**src/rtl/serial_add_pkg.sv**
```systemverilog
// ---------------------------------------------------------------------------
// serial_add_pkg
//
// Shared definitions for the bit-serial adder controller:
//   state_t    - FSM state encoding (IDLE / SHIFT / DONE)
//   cnt_width  - width of the bit counter for a given operand width,
//                i.e. $clog2(width), never less than one bit
// ---------------------------------------------------------------------------
package serial_add_pkg;

    typedef enum logic [1:0] {
        IDLE  = 2'd0,
        SHIFT = 2'd1,
        DONE  = 2'd2
    } state_t;

    function automatic int cnt_width(input int width);
        return (width > 2) ? $clog2(width) : 1;
    endfunction

endpackage : serial_add_pkg

```
**src/rtl/full_adder.sv**
```systemverilog
// ---------------------------------------------------------------------------
// full_adder
//
// One-bit full-adder cell.
//   A, B  - addend bits
//   Cin   - carry in
//   Y     - sum bit
//   Cout  - carry out
// ---------------------------------------------------------------------------
module full_adder (
    input  logic A,
    input  logic B,
    input  logic Cin,
    output logic Y,
    output logic Cout
);

    assign Y    = A ^ B ^ Cin;
    assign Cout = (A & B) | (A & Cin) | (B & Cin);

endmodule : full_adder

```
**src/rtl/serial_add_ctrl.sv**
```systemverilog
// ---------------------------------------------------------------------------
// serial_add_ctrl
//
// Bit-serial adder: computes (a + b + cin) mod 2^WIDTH one bit per clock,
// LSB first, through a single full_adder cell and a registered carry.
// A run takes WIDTH cycles in SHIFT followed by one DONE cycle; start is
// accepted in IDLE or DONE (back-to-back operation without an idle gap).
//
// Parameters
//   WIDTH  - operand / result width, 2..32
//
// Ports
//   clk    in   clock, rising edge
//   rst_n  in   asynchronous active-low reset
//   start  in   request a new addition
//   a, b   in   operands, captured on an accepted start
//   cin    in   carry in, captured on an accepted start
//   busy   out  high while bits are being processed (SHIFT)
//   done   out  one-cycle pulse: sum/cout/ovf are valid
//   sum    out  result, held from DONE until the next accepted start
//   cout   out  carry out of bit WIDTH-1
//   ovf    out  signed overflow flag
//
// Build option
//   SERIAL_ADD_OVF_EN  - when defined, ovf reports two's-complement
//                        overflow; otherwise ovf is tied to 0.
// ---------------------------------------------------------------------------
module serial_add_ctrl
    import serial_add_pkg::*;
#(
    parameter int WIDTH = 8
) (
    input  logic             clk,
    input  logic             rst_n,
    input  logic             start,
    input  logic [WIDTH-1:0] a,
    input  logic [WIDTH-1:0] b,
    input  logic             cin,
    output logic             busy,
    output logic             done,
    output logic [WIDTH-1:0] sum,
    output logic             cout,
    output logic             ovf
);

    localparam int              CNT_W = cnt_width(WIDTH);
    localparam logic [CNT_W-1:0] LAST = CNT_W'(WIDTH - 1);

    state_t             state;
    state_t             next_state;
    logic [CNT_W-1:0]   cnt;
    logic [WIDTH-1:0]   op_a;
    logic [WIDTH-1:0]   op_b;
    logic [WIDTH-1:0]   sum_r;
    logic               carry;
    logic               fa_y;
    logic               fa_cout;
    logic               accept;
    logic               last;

    assign accept = start && ((state == IDLE) || (state == DONE));
    assign last   = (cnt == LAST);

    // -----------------------------------------------------------------------
    // Per-bit datapath: LSBs of the operand shift registers plus the carry.
    // -----------------------------------------------------------------------
    full_adder u_fa (
        .A    (op_a[0]),
        .B    (op_b[0]),
        .Cin  (carry),
        .Y    (fa_y),
        .Cout (fa_cout)
    );

    // -----------------------------------------------------------------------
    // FSM state register
    // -----------------------------------------------------------------------
    always_ff @(posedge clk or negedge rst_n) begin
        if (!rst_n) begin
            state <= IDLE;
        end else begin
            state <= next_state;
        end
    end

    // -----------------------------------------------------------------------
    // FSM next state and status outputs
    // -----------------------------------------------------------------------
    always_comb begin
        next_state = state;
        busy       = 1'b0;
        done       = 1'b0;
        case (state)
            IDLE: begin
                if (start) begin
                    next_state = SHIFT;
                end
            end
            SHIFT: begin
                busy = 1'b1;
                // start is deliberately not looked at here
                if (last) begin
                    next_state = DONE;
                end
            end
            DONE: begin
                done       = 1'b1;
                next_state = start ? SHIFT : IDLE;
            end
            default: begin
                next_state = IDLE;
            end
        endcase
    end

    // -----------------------------------------------------------------------
    // Bit counter, carry and result shift register
    // -----------------------------------------------------------------------
    always_ff @(posedge clk or negedge rst_n) begin
        if (!rst_n) begin
            cnt   <= '0;
            carry <= 1'b0;
            sum_r <= '0;
        end else if (accept) begin
            cnt   <= '0;
            carry <= cin;
        end else if (state == SHIFT) begin
            cnt   <= last ? '0 : cnt + 1'b1;
            carry <= fa_cout;
            // Result enters at the MSB; after WIDTH shifts bit 0 lands at [0].
            sum_r <= {fa_y, sum_r[WIDTH-1:1]};
        end
    end

    // Operand shift registers carry no reset: they are only consumed in
    // SHIFT, which is always preceded by a load.
    always_ff @(posedge clk) begin
        if (accept) begin
            op_a <= a;
            op_b <= b;
        end else if (state == SHIFT) begin
            op_a <= {1'b0, op_a[WIDTH-1:1]};
            op_b <= {1'b0, op_b[WIDTH-1:1]};
        end
    end

    assign sum  = sum_r;
    // The carry register only moves in SHIFT or on a new start, so after
    // the last bit it already holds the final carry out.
    assign cout = carry;

`ifdef SERIAL_ADD_OVF_EN
    logic ovf_r;

    // On the MSB cycle, carry is the carry into the MSB and fa_cout the
    // carry out of it; they differ exactly on signed overflow.
    always_ff @(posedge clk or negedge rst_n) begin
        if (!rst_n) begin
            ovf_r <= 1'b0;
        end else if ((state == SHIFT) && last) begin
            ovf_r <= carry ^ fa_cout;
        end
    end

    assign ovf = ovf_r;
`else
    assign ovf = 1'b0;
`endif

endmodule : serial_add_ctrl

```
**config.mk**
```make
export PLATFORM = sky130hd
export DESIGN_NAME = serial_add_ctrl
export DESIGN_NICKNAME = d
export VERILOG_FILES = /design/src/rtl/serial_add_pkg.sv /design/src/rtl/full_adder.sv /design/src/rtl/serial_add_ctrl.sv
export SDC_FILE = /design/constraint.sdc
export NUM_CORES = 1
export LEC_CHECK = 0
export ABC_AREA = 1
export BUFFER_PORTS_ARGS = -buffer_cell sky130_fd_sc_hd__buf_2
export CAP_MARGIN = 20
export CELL_PAD_IN_SITES_DETAIL_PLACEMENT = 0
export CELL_PAD_IN_SITES_GLOBAL_PLACEMENT = 1
export CORE_UTILIZATION = 42
export CTS_CLUSTER_DIAMETER = 40
export DETAILED_ROUTE_END_ITERATION = 12
export PLACE_DENSITY = 0.86
export SYNTH_ARGS = -nofsm -noshare
export SYNTH_HDL_FRONTEND = slang
export SYNTH_SLANG_ARGS = --single-unit
```
**constraint.sdc**
```tcl
create_clock -name clk -period 3.89 [get_ports clk]
set_clock_uncertainty 0.15 [all_clocks]
set_input_delay 0.1945 -clock clk [delete_from_list [all_inputs] [get_ports clk]]
set_output_delay 0.1945 -clock clk [all_outputs]
set_load 0.02 [all_outputs]
```
; ---- Yosys cells after proc, flatten, opt, wreduce, memory -nomap -nowiden
; Index checks and enable logic that the tools add are counted.
; W data, S select, Z words.
[op_classes]
bitwise_logic = 8
reduce_logical = 6
eq_ne = 5
muxes = 15
addsub = 1
[op_table]
columns = op, n
row1 = $mux W8, 4
row2 = $mux W3, 3
row3 = $pmux W2 S3, 1
row4 = $mux W1, 5
row5 = $mux W2, 2
row6 = $ne A2 B2 Y1 const B, 2
row7 = $reduce_and A2 Y1, 2
row8 = $add A3 B1 Y3 const B, 1
row9 = $and A1 B1 Y1, 3
row10 = $eq A3 B3 Y1 const B, 1
row11 = $eq A2 B1 Y1 const B, 1
row12 = $eq A2 B2 Y1 const B, 1
row13 = $logic_not A2 Y1, 1
row14 = $or A1 B1 Y1, 2
row15 = $reduce_bool A2 Y1, 1
row16 = $xor A1 B1 Y1, 2
row17 = $logic_and A1 B1 Y1, 1
row18 = $logic_or A1 B1 Y1, 1
row19 = $not A1 Y1, 1
[word_totals]
wordCells = 41
ff_bits = 30

; ---- Depth between registers and ports, before layout
[logic_depth]
depth_word = 5
mapped_depth = 5
depth_no_buf = 5

; ---- By module
; From an unflattened synthesis, not the netlist that was laid out.
[unflattened]
hier_cells = 135
area_unflattened_um2 = 1321.3
[by_module_without_submodules]
columns = mod, n_inst, seq_area_each_um2, area_per_inst_um2, cells_per_inst
row1 = serial_add_ctrl, 1, 830.8, 1301.2, 134
row2 = full_adder, 1, 0.0, 20.0, 1

; ---- Least setup slack after synthesis
; Ideal clock, no wire load.
[synth_path]
path_type = register to register
from = reg state[0]
to = reg op_a[0], enable pin
t_required_ns = 3.366
arrival_time_ns = 1.000
period_less_slack_ns = 1.524
path_slack_ns = 2.366
setup_ns = 0.374
path_stages_with_launch = 4
cell_sequence = dfrtp_1 inv_2 nand2_4 nand2_1
[synth_between]
elab_chain_len = 4
[synth_lines]
columns = item, line
row1 = "start, declared", serial_add_ctrl.sv:49  ; state_t state;
row2 = "start signal, assigned", serial_add_ctrl.sv:82  ; state <= next_state;
row3 = $eq A2 B2 Y1 / $logic_not A2 Y1 (equally long branches), serial_add_ctrl.sv:61  ; assign accept = start && ((state == IDLE) || (state == DONE));
row4 = $logic_or A1 B1 Y1, serial_add_ctrl.sv:61
row5 = $logic_and A1 B1 Y1, serial_add_ctrl.sv:61
row6 = $reduce_bool A2 Y1 (no source line) (*), n/a
row7 = "end signal, assigned", serial_add_ctrl.sv:142  ; op_a <= {1'b0, op_a[WIDTH-1:1]};
row8 = "end, declared", serial_add_ctrl.sv:52  ; logic [WIDTH-1:0] op_a;
; Every way passes the cells marked *; elsewhere a longest branch is shown, timed or not.
; A chain may end at the register's enable or synchronous reset.

; ---- Final worst setup path
[layout_path]
from = reg state[0]
to = reg op_a[6], enable pin
; Same word-level chain as after synthesis.

==> results.ini <==
[outcome]
run_status = finished, final reports clean

[critical_path]
critPathLaunchType = flop
worstSetupEndpointType = flop
cp_slowest_stage_delay_ps = 590
worst-setup-path-type = reg2reg
crit_chain = inv_2 -> nand2_4 -> nand2_1
crit_required_ps = 3690
worst_path_max_delay_cell = nand2_1
crit_path_max_fanout = 22
worstPathArrival_ps = 1800

[logic_synthesis]
syn_avg_cell_area_um2 = 9.93
yosys_warnings = 0
seq_area_frac_synth_pct = 62.5
leading_area_contributor_after_synthesis = edfxtp_1
synth_cells = 134
post_synth_instance_area_um2 = 1330
netlist-cell-type-count = 19
synth.top_cells.by_area = edfxtp_1 36%, dfrtp_1 26%, nand2_1 13%
yosysTopAreaCellShare_pct = 36.1
postSynthNetCount = 157
synth_seq_cells = 30

[detailed_routing]
route.vias.total = 953
post_drt_via_cell_ratio = 4.54
drt_iter0_markers = 71
routedWlPerCell_um = 10.9
routed_wirelength_um = 2300
drc = 0
antenna_left = 0
drtPass1Iterations = 4

[finish]
finish.net_count = 188
stdcell_area_um2 = 1540
final.fill_count = 292
syn_to_final_growth_pct = 15.9
final_layout_size_suffix_gt1_share_pct = 23.5
final_util_pct = 50.9
diodes = 0

[global_routing]
tot_gr_track_use_pct = 15.3
global_route.overflow_total = 0
grt_pass1_vias = 894
first_pass_grt_wire_length_um = 3770
grt_max_degree = 23
antenna_found_initial = 0

[clocking]
htree_num_levels = 2
worst_setup_hold_path_clk_slew_ps = 90
cts_resized = 0
insertion_delay_ps = 320
tritoncts_buffers = 5
tritoncts = yes
post_cts_setup_buffers = 0
clock_sink_count = 30
cell_at_the_root_of_the_clock_tree = clkbuf_4
cts.path.max_buffers = 2

[die]
boundaryPins = 32
fp-row-count = 20
start_util_pct = 43.9
floorplan.die.width_um = 58.3
dieHeight_um = 58.3
core_um2 = 3030
die-area_um2 = 3400

[placed_design]
dp_hpwl_um = 1590
number_of_buffers_inserted_by_port_buffering = 30
detailedPlace.worstSlack_ps = 1870
placed_area_um2 = 1480
gpl.final_weighted_congestion = 0.763

[timing]
max-slew-margin-rel_pct = 52.7
final.setup.tns_ps = 0
timing.final.hold_violations = 0
final_period_minus_worst_setup_slack_ps = 2000
setup_repair_after_global_routing_missed_its_margin = no
maxClockFrequency_ghz = 0.500
setup_violations = 0
timing.final.max_slew_violations = 0
timing_worst_slew_pin_value_ps = 708
fin_ws_ps = 1890
min_period_over_period_pct = 51.4

[job]
max_cap_violations = 0

[pwr]
power_density_nw_per_um2 = 798
vdd.ir_drop.worst_uv = 335
total_leakage_power_nw = 0.783

[min_path]
worstHoldPathType = in2reg

[cell usage after synthesis]
master    count
dfrtp_1      14
ha_1          2
inv_1        10
conb_1        1
nor2_1        4
clkbuf_2      1
nand3_1      19
o21ai_1       5
fa_1          1
nand4_1       2
edfxtp_1     16
buf_2         2
nand2_1      46
nand2_4       1
buf_6         2
buf_4         2
inv_2         2
nand2_2       1
o21ai_0       3
[final cells by class]
type / count / area [um2] / area share [%]
Multi-Input combinational cell: 85 / 402 / 26.1
Timing Repair Buffer: 31 / 160 / 10.4
Sequential cell: 30 / 831 / 53.9
Clock buffer: 8 / 48.8 / 3.17
Tap cell: 44 / 55.1 / 3.57
Inverter: 12 / 45.0 / 2.92
[metrics by stage]
stage | hold WS (ps) | power [W] | cells
after floorplan | -251 | 0.000958 | 134
final | 22.4 | 0.00123 | 210
after detailed placement | -45.1 | 0.00107 | 201
after global placement | -50.4 | 0.00105 | 201
after CTS | 13.2 | 0.00125 | 210
after global routing | 35.3 | 0.00135 | 210
[power by group]
part | switching, W | total, W | internal [W]
combinational | 0.000307 | 0.000454 | 0.000147
sequential | 0.0000713 | 0.000609 | 0.000537
clock | 0.0000953 | 0.000167 | 0.0000719
[cells in the final DEF, fill, tap and decap left out, types with 2 or more instances in the layout]
cell	synthesis	final
inv_2	2	2
nor2_1	4	4
clkbuf_4	0	5
ha_1	2	2
nand4_1	2	2
dfrtp_1	14	14
clkbuf_1	0	3
edfxtp_1	16	16
o21ai_0	3	3
nand2_1	46	46
buf_2	2	30
inv_1	10	10
nand3_1	19	19
o21ai_1	5	5
[critical path, delay by kind of cell, from the launching register on]
kind / cells / cell delay, ps
DFF: 1 / 440
and+or+nand+nor: 2 / 800
buffers and inverters: 1 / 240
[logic make-up (layout without fill, tap and decap cells)]
| family | Yosys count | in the layout | share of synthesized area, % |
|---|---|---|---|
| buffers and inverters | 19 | 51 | 7.34 |
| and+or+nand+nor | 73 | 73 | 23.5 |
| DFF | 30 | 30 | 62.5 |
| other | 1 | 1 | 0.282 |
| AOI/OAI and AO/OA | 8 | 8 | 3.01 |
| adders and majority gates | 3 | 3 | 3.39 |
[final timing paths]
path | from | to | slack, ps | cells after the start
max | state[0] | op_a[6] | 1890 | 3
min | b[2] | op_b[2] | 20 | 3
max reg2reg | state[0] | op_a[6] | 1890 | 3
min reg2reg | sum[0] | sum[0] | 360 | 2
max in group asynchronous | rst_n | state[0] | 3210 | 2
min in group asynchronous | rst_n | sum[1] | 140 | 2
[layer usage]
| metal | routed length, um | GRT usage, % |
|---|---|---|
| met5 | 0 | 0 |
| met3 | 141 | 6.03 |
| met4 | 40 | 7.14 |
| met2 | 1010 | 23.2 |
| met1 | 1100 | 19.2 |
[registers in the layout, indices dropped and copies added, names as in the netlist]
name / cells
op_a: 8
op_b: 8
sum: 8
cnt: 3
state: 2
cout: 1
[repair_timing]
item / in CTS / in global routing
hold endpoints to repair: 14 / 0
hold buffers: 1 / 0
endpoints found under the setup margin: 0 / 0
No activity file was read; power rests on OpenSTA's default activity.
